File: src/rtl/pipe_adder_pkg.sv
// Shared types, defaults and configuration helpers for the segmented pipelined adder.
package pipe_adder_pkg;

    localparam int WIDTH_DEF = 32;
    localparam int SEG_DEF   = 2;
    localparam int SEG_W     = WIDTH_DEF / SEG_DEF;
    localparam int LATENCY   = SEG_DEF;

    // Per-operation control that travels alongside the data through every stage.
    typedef struct packed {
        logic valid;
        logic sub;
        logic signed_mode;
    } stage_ctrl_t;

    // Width of one carry segment.
    function automatic int seg_width(input int width, input int seg);
        return width / seg;
    endfunction

    // Legal configuration: 1..8 segments that evenly divide the operand width.
    function automatic bit cfg_ok(input int width, input int seg);
        return (seg >= 1) && (seg <= 8) && (width >= seg) && ((width % seg) == 0);
    endfunction

endpackage

File: src/rtl/pipe_adder_seg_stage.sv
// One carry segment: SW-bit adder for segment K plus the stage register that carries
// the skewed operands, the deskewed partial sum, the segment carry and the control.
module pipe_adder_stage
    import pipe_adder_pkg::*;
#(
    parameter int WIDTH = 32,
    parameter int SW    = 16,
    parameter int K     = 0
) (
    input  logic             clk,
    input  logic             rst_n,
    input  logic             enable,
    input  logic             clear,
    input  logic [WIDTH-1:0] a_i,
    input  logic [WIDTH-1:0] b_i,
    input  logic [WIDTH-1:0] s_i,
    input  logic             cin_i,
    input  stage_ctrl_t      ctrl_i,
    output logic [WIDTH-1:0] a_q,
    output logic [WIDTH-1:0] b_q,
    output logic [WIDTH-1:0] s_q,
    output logic             c_q,
    output stage_ctrl_t      ctrl_q
);

    logic [SW:0]      seg_sum;
    logic [WIDTH-1:0] a_d;
    logic [WIDTH-1:0] b_d;
    logic [WIDTH-1:0] s_d;
    logic             c_d;
    stage_ctrl_t      ctrl_d;

    // Add this stage's operand slice with the incoming carry.
    always_comb begin
        seg_sum = {1'b0, a_i[K*SW +: SW]} + {1'b0, b_i[K*SW +: SW]} + {{SW{1'b0}}, cin_i};
    end

    // Next state: clear beats enable; a stalled stage holds everything.
    always_comb begin
        a_d    = a_q;
        b_d    = b_q;
        s_d    = s_q;
        c_d    = c_q;
        ctrl_d = ctrl_q;
        if (clear) begin
            a_d    = '0;
            b_d    = '0;
            s_d    = '0;
            c_d    = 1'b0;
            ctrl_d = '0;
        end else if (enable) begin
            a_d               = a_i;
            b_d               = b_i;
            s_d               = s_i;
            s_d[K*SW +: SW]   = seg_sum[SW-1:0];
            c_d               = seg_sum[SW];
            ctrl_d            = ctrl_i;
        end
    end

    // Stage register; the reset input is active-high and asynchronous.
    always_ff @(posedge clk or posedge rst_n) begin
        if (rst_n) begin
            a_q    <= '0;
            b_q    <= '0;
            s_q    <= '0;
            c_q    <= 1'b0;
            ctrl_q <= '0;
        end else begin
            a_q    <= a_d;
            b_q    <= b_d;
            s_q    <= s_d;
            c_q    <= c_d;
            ctrl_q <= ctrl_d;
        end
    end

endmodule

File: src/rtl/pipe_adder_seg.sv
// Pipelined adder/subtractor: the carry chain is cut into SEG segments, one register
// stage each. Operands skew forward, partial sums deskew forward, and the final stage
// drives qualified outputs and the mode-dependent overflow flag.
module pipe_adder_seg
    import pipe_adder_pkg::*;
#(
    parameter int WIDTH = WIDTH_DEF,
    parameter int SEG   = SEG_DEF
) (
    input  logic             clk,
    input  logic             rst_n,
    input  logic [WIDTH-1:0] in1,
    input  logic [WIDTH-1:0] in2,
    input  logic             in_valid,
    input  logic             sub,
    input  logic             signed_mode,
    input  logic             enable,
    input  logic             clear,
    output logic [WIDTH-1:0] out,
    output logic             out_valid,
    output logic             carry_out,
    output logic             overflow
);

    localparam int SW   = seg_width(WIDTH, SEG);
    localparam int LAST = SEG - 1;

    if (!cfg_ok(WIDTH, SEG)) begin : g_cfg_check
        $error("pipe_adder_seg: SEG must be 1..8 and divide WIDTH");
    end

    // Stage k register outputs: skewed operands, deskewed sum, segment carry, control.
    logic [WIDTH-1:0] a_skew_q     [SEG];
    logic [WIDTH-1:0] b_skew_q     [SEG];
    logic [WIDTH-1:0] sum_deskew_q [SEG];
    logic             carry_q      [SEG];
    stage_ctrl_t      ctrl_q       [SEG];

    logic [WIDTH-1:0] b_in;
    stage_ctrl_t      ctrl_in;

    // Subtraction is A + ~B + 1: invert B here, the +1 is stage 0's carry-in.
    always_comb begin
        b_in                = in2 ^ {WIDTH{sub}};
        ctrl_in.valid       = in_valid;
        ctrl_in.sub         = sub;
        ctrl_in.signed_mode = signed_mode;
    end

    for (genvar k = 0; k < SEG; k++) begin : g_stage
        if (k == 0) begin : g_first
            pipe_adder_stage #(.WIDTH(WIDTH), .SW(SW), .K(0)) u_stage (
                .clk    (clk),
                .rst_n  (rst_n),
                .enable (enable),
                .clear  (clear),
                .a_i    (in1),
                .b_i    (b_in),
                .s_i    ({WIDTH{1'b0}}),
                .cin_i  (sub),
                .ctrl_i (ctrl_in),
                .a_q    (a_skew_q[0]),
                .b_q    (b_skew_q[0]),
                .s_q    (sum_deskew_q[0]),
                .c_q    (carry_q[0]),
                .ctrl_q (ctrl_q[0])
            );
        end else begin : g_next
            pipe_adder_stage #(.WIDTH(WIDTH), .SW(SW), .K(k)) u_stage (
                .clk    (clk),
                .rst_n  (rst_n),
                .enable (enable),
                .clear  (clear),
                .a_i    (a_skew_q[k-1]),
                .b_i    (b_skew_q[k-1]),
                .s_i    (sum_deskew_q[k-1]),
                .cin_i  (carry_q[k-1]),
                .ctrl_i (ctrl_q[k-1]),
                .a_q    (a_skew_q[k]),
                .b_q    (b_skew_q[k]),
                .s_q    (sum_deskew_q[k]),
                .c_q    (carry_q[k]),
                .ctrl_q (ctrl_q[k])
            );
        end
    end

    // Only the MSBs of the last stage's skewed operands feed the overflow logic.
    logic unused_skew;
    assign unused_skew = ^{a_skew_q[LAST], b_skew_q[LAST]};

    stage_ctrl_t ctrl_last;
    logic        c_msb;
    logic        c_into_msb;
    logic        ovf_raw;

    // Overflow from the registered last stage; outputs are forced to 0 when not valid.
    always_comb begin
        ctrl_last  = ctrl_q[LAST];
        c_msb      = carry_q[LAST];
        c_into_msb = a_skew_q[LAST][WIDTH-1] ^ b_skew_q[LAST][WIDTH-1]
                   ^ sum_deskew_q[LAST][WIDTH-1];
        if (ctrl_last.signed_mode) begin
            ovf_raw = c_into_msb ^ c_msb;
        end else if (ctrl_last.sub) begin
            ovf_raw = ~c_msb;
        end else begin
            ovf_raw = c_msb;
        end
        out_valid = ctrl_last.valid;
        out       = ctrl_last.valid ? sum_deskew_q[LAST] : '0;
        carry_out = ctrl_last.valid & c_msb;
        overflow  = ctrl_last.valid & ovf_raw;
    end

endmodule

File: config.mk
export PLATFORM = sky130hd
export DESIGN_NAME = pipe_adder_seg
export DESIGN_NICKNAME = d
export VERILOG_FILES = /design/src/rtl/pipe_adder_pkg.sv /design/src/rtl/pipe_adder_seg_stage.sv /design/src/rtl/pipe_adder_seg.sv
export SDC_FILE = /design/constraint.sdc
export NUM_CORES = 1
export LEC_CHECK = 0
export CAP_MARGIN = 20
export CORE_ASPECT_RATIO = 0.5
export CORE_MARGIN = 10
export CORE_UTILIZATION = 40
export CTS_BUF_LIST = sky130_fd_sc_hd__clkbuf_8 sky130_fd_sc_hd__clkbuf_16
export DETAILED_ROUTE_END_ITERATION = 8
export GPL_TIMING_DRIVEN = 0
export PLACE_DENSITY_LB_ADDON = 0.08
export SYNTH_ARGS = -nofsm -noshare
export SYNTH_HDL_FRONTEND = slang
export SYNTH_HIERARCHICAL = 1
export SYNTH_SLANG_ARGS = --single-unit
export TNS_END_PERCENT = 1
File: constraint.sdc
create_clock -name clk -period 9.61 [get_ports clk]
set_input_delay 1.922 -clock clk [delete_from_list [all_inputs] [get_ports clk]]
set_output_delay 1.922 -clock clk [all_outputs]
set_load 0.005 [all_outputs]
# Word level (Yosys, flattened, before mapping)
# Cells that the tools add are included.
# totals
input_bits	71
output_inout_bits	35
reg_bits	184
# op_classes
addsub	4
n_reduce_logical	1
n_bitwise	7
mux	23
# ops
cell	n
32-bit two-way mux	11
16-bit by 16-bit adder with 17-bit output	2
17-bit by 1-bit adder with 17-bit output	2
16-bit two-way mux	2
32-bit XOR	1
3-bit two-way mux	4
1-bit two-way mux	6
1-bit XOR	3
1-bit bitwise AND	2
2-bit nonzero test	1
1-bit inverter	1

# Logic depth before layout (Yosys ltp)
# depth
ltp_word	5
depth_mapped	11
depth_no_buf	10

# Hierarchy
# Netlist, hierarchy kept.
# modules_own_cells
mod	area_per_inst_um2	seq_area_each_um2	instances	cells_per_inst
pipe_adder_stage (g_stage[0].g_first.u_stage)	4860.9	2502.4	1	449
pipe_adder_stage (g_stage[1].g_next.u_stage)	4860.9	2502.4	1	452
pipe_adder_seg	640.6	0.0	1	85

# Least setup slack after synthesis
# Ideal clock, no wire load.
# synth_timing
path_kind	input-to-reg
start	in sub
end	reg g_stage[0].g_first.u_stage.s_q[12]
path_stages	11
slack_ns	5.407
t_arrival_ns	4.079
cell_sequence	buf_4 -> xor2_1 -> fa_1 -> inv_1 -> fa_1 -> nor2b_4 -> o31a_4 -> o311a_4 -> a31oi_2 -> nor4_1 -> a211o_1
# synth_via
elab_chain_len	5
# synth_lines
item	line	source
from (decl)	pipe_adder_seg.sv:15	input logic sub,
32-bit XOR	pipe_adder_seg.sv:44	b_in = in2 ^ {WIDTH{sub}};
via b_in[0]	pipe_adder_seg.sv:39	logic [WIDTH-1:0] b_in;
16-bit by 16-bit adder with 17-bit output	pipe_adder_seg_stage.sv:35	seg_sum = {1'b0, a_i[K*SW +: SW]} + {1'b0, b_i[K*SW +: SW]} + {{SW{1'b0}}, cin_i};
17-bit by 1-bit adder with 17-bit output	pipe_adder_seg_stage.sv:35	
16-bit two-way mux	pipe_adder_seg_stage.sv:51	end else if (enable) begin
16-bit two-way mux	pipe_adder_seg_stage.sv:45	if (clear) begin
to (signal assigned)	pipe_adder_seg_stage.sv:66	s_q <= '0;
to (signal assigned)	pipe_adder_seg_stage.sv:72	s_q <= s_d;
to (decl)	pipe_adder_seg_stage.sv:21	output logic [WIDTH-1:0] s_q,
# The timed path passes the listed nets, and every way through them passes these cells. The select of a mux whose other input is x is not followed.
# A chain may end at the register's enable or synchronous reset.

# Final worst setup path
# Same ends and word-level chain as after synthesis.

==> impl_metrics.toml <==
[outcome]
outcome = "finished, final reports clean"

[power_and_ir_drop]
intPower_mw = 0.758
powerDensity_nw_per_um2 = 139
switching_power_mw = 0.306
p_clk_frac = 0.364
switching_share = 0.288
power_frac_comb = 0.235
ir_drop_mv = 0.0738
leakage_nw = 3.51
sequentialPowerShare = 0.400

[routing]
drtAntennaViolNets = 0
dr_total_vias = 4969
dr.first_iter.drc_count = 203
drc = 0
dr.pass1.iters = 5
avgViaCountPerCell = 5.17
wl_mm = 16.0
wl_per_cell_um = 16.7

[sta]
setup_viol = 0
whs_ns = 0.475
setup_slack_ns = 5.02
max_freq_mhz = 218
skew_ns = 0.00523
finalMaxSlewViolations = 0
fin_crit_sh = 0.478
period_needed_ns = 4.59
grt_setup_unrepaired = "false"
worst_slew_pin_slew_ns = 0.844
finalHoldViolCount = 0
fin_tns_setup_ns = 0
slew-limit-headroom = 0.437

[cts]
cts_buffers = 9
htree_levels = 3
cts_tree = "yes"
clockBufferDepth = 2
cts_hold_buf = 0
cts_setup_buffers = 0
cts.sinks = 90
cts-root-buf = "clkbuf_16"
clkSlewWorstSetupHoldPaths_ns = 0.06
postCtsResizedCells = 0
clk_latency_ns = 0.34

[global_routing]
grt.overflow.total = 0
grt_start_max_net_pins = 39
grt_pass1_vias = 4940
antenna_found_initial = 1
grt_pass1_wl_mm = 26.2
grt_use_total = 0.153

[logic_synthesis]
syn_nets = 747
synthCells = 642
synth_warnings = 6
syn_area_per_cell_um2 = 9.40
netlist_area_um2 = 6030

[floorplan]
die_h_um = 107
die_x_um = 194
rows = 31
coreArea_um2 = 14600
die-area_um2 = 20700
num_io_pins = 106
floorplan.initialDensity = 0.413

[min_path]
min_path_type = "flop to flop"

[worst_setup_path]
critPathKind = "primary input to flop"
arrival_ns = 4.82
endpoint_kind = "flop"
worstPathMaxFanout = 5
required_ns = 9.84
crit_path_start_kind = "primary input"

[final_layout]
diodes = 0
area_growth_pct = 27.1
drive_gt1_frac = 0.0852
layout.nets = 863
final_common_cell = "clkdlybuf4s50_1"
final_cell_mix = "104 x clkdlybuf4s50_1, 90 x dfrtp_1, 88 x nor2_1"

[place]
gp_congestion = 0.797
io_buffers = 104
hpwlAfterDp_mm = 12.6
pre_cts_ws_ns = 4.66

[run]
drv_cap = 0
## cell type report
cell class / instances / area (µm²)
Timing Repair Buffer: 105 / 1060
Clock buffer: 10 / 239
Sequential cell: 90 / 2250
Multi-Input combinational cell: 484 / 3460
Tap cell: 198 / 248
Inverter: 17 / 63.8
Fill cell: 1358 / 6950
Clock inverter: 6 / 88.8
Buffer: 51 / 258
## registers in the layout, summed over array words and instances (netlist names), 3 cells and up
name and flops:
g_stage.g_first.u_stage/s_q 16, g_stage.g_next.u_stage/ctrl_q 3, g_stage.g_first.u_stage/ctrl_q 3, g_stage.g_first.u_stage/b_q 16
g_stage.g_first.u_stage/a_q 16, g_stage.g_next.u_stage/s_q 32
## power groups by stage
| stage | Sequential (mW) | Combinational [mW] | Clock, mW |
|---|---|---|---|
| after floorplan | 0.427 | 0.172 | 0 |
| after global placement | 0.433 | 0.246 | 0 |
| after detailed placement | 0.434 | 0.249 | 0 |
| after CTS | 0.427 | 0.252 | 0.397 |
| after global routing | 0.430 | 0.280 | 0.414 |
| final | 0.426 | 0.250 | 0.388 |
## per-stage QoR
stage           util  power (mW)  instance area (µm²)  instances
3_5_place_dp   0.502       0.683                 7340        945
3_3_place_gp   0.501       0.679                 7320        944
2_1_floorplan      -       0.598                 6030        642
4_1_cts        0.525        1.08                 7670        961
6_report       0.525        1.06                 7670        961
5_1_grt        0.525        1.12                 7670        961
## final timing paths
path / startpoint / end / slack [ns] / cells past startpoint
max reg2reg: g_stage[0].g_first.u_stage/a_q[16]$_DFFE_PP0P_ / g_stage[1].g_next.u_stage/s_q[28]$_DFFE_PP0P_ / 7.26 / 8
min reg2reg: g_stage[1].g_next.u_stage/s_q[25]$_DFFE_PP0P_ / g_stage[1].g_next.u_stage/s_q[25]$_DFFE_PP0P_ / 0.47 / 2
max: sub / g_stage[0].g_first.u_stage/s_q[12]$_DFFE_PP0P_ / 5.02 / 12
min in group asynchronous: rst_n / g_stage[0].g_first.u_stage/s_q[1]$_DFFE_PP0P_ / 1.94 / 2
min: g_stage[1].g_next.u_stage/s_q[25]$_DFFE_PP0P_ / g_stage[1].g_next.u_stage/s_q[25]$_DFFE_PP0P_ / 0.47 / 2
max in group asynchronous: rst_n / g_stage[1].g_next.u_stage/s_q[30]$_DFFE_PP0P_ / 6.96 / 2
## worst max-delay path, cell delays in order
cell,delay (ns)
clkdlybuf4s50_1,0.47
buf_4,0.20
xor2_1,0.18
fa_1,0.45
inv_1,0.09
fa_1,0.22
nor2b_4,0.06
o31a_4,0.29
o311a_4,0.32
a31oi_2,0.26
nor4_1,0.08
a211o_1,0.27
## layer usage
metal	routed length (µm)	up-vias	share of wire	track usage
li1	-	2485	-	-
met1	7850	2371	0.49	0.208
met2	7470	104	0.47	0.248
met3	626	9	0.039	0.0271
met4	97	0	0.0060	0.0380
met5	0	-	0	0
Note: power is estimated with default switching activity, not from simulation.
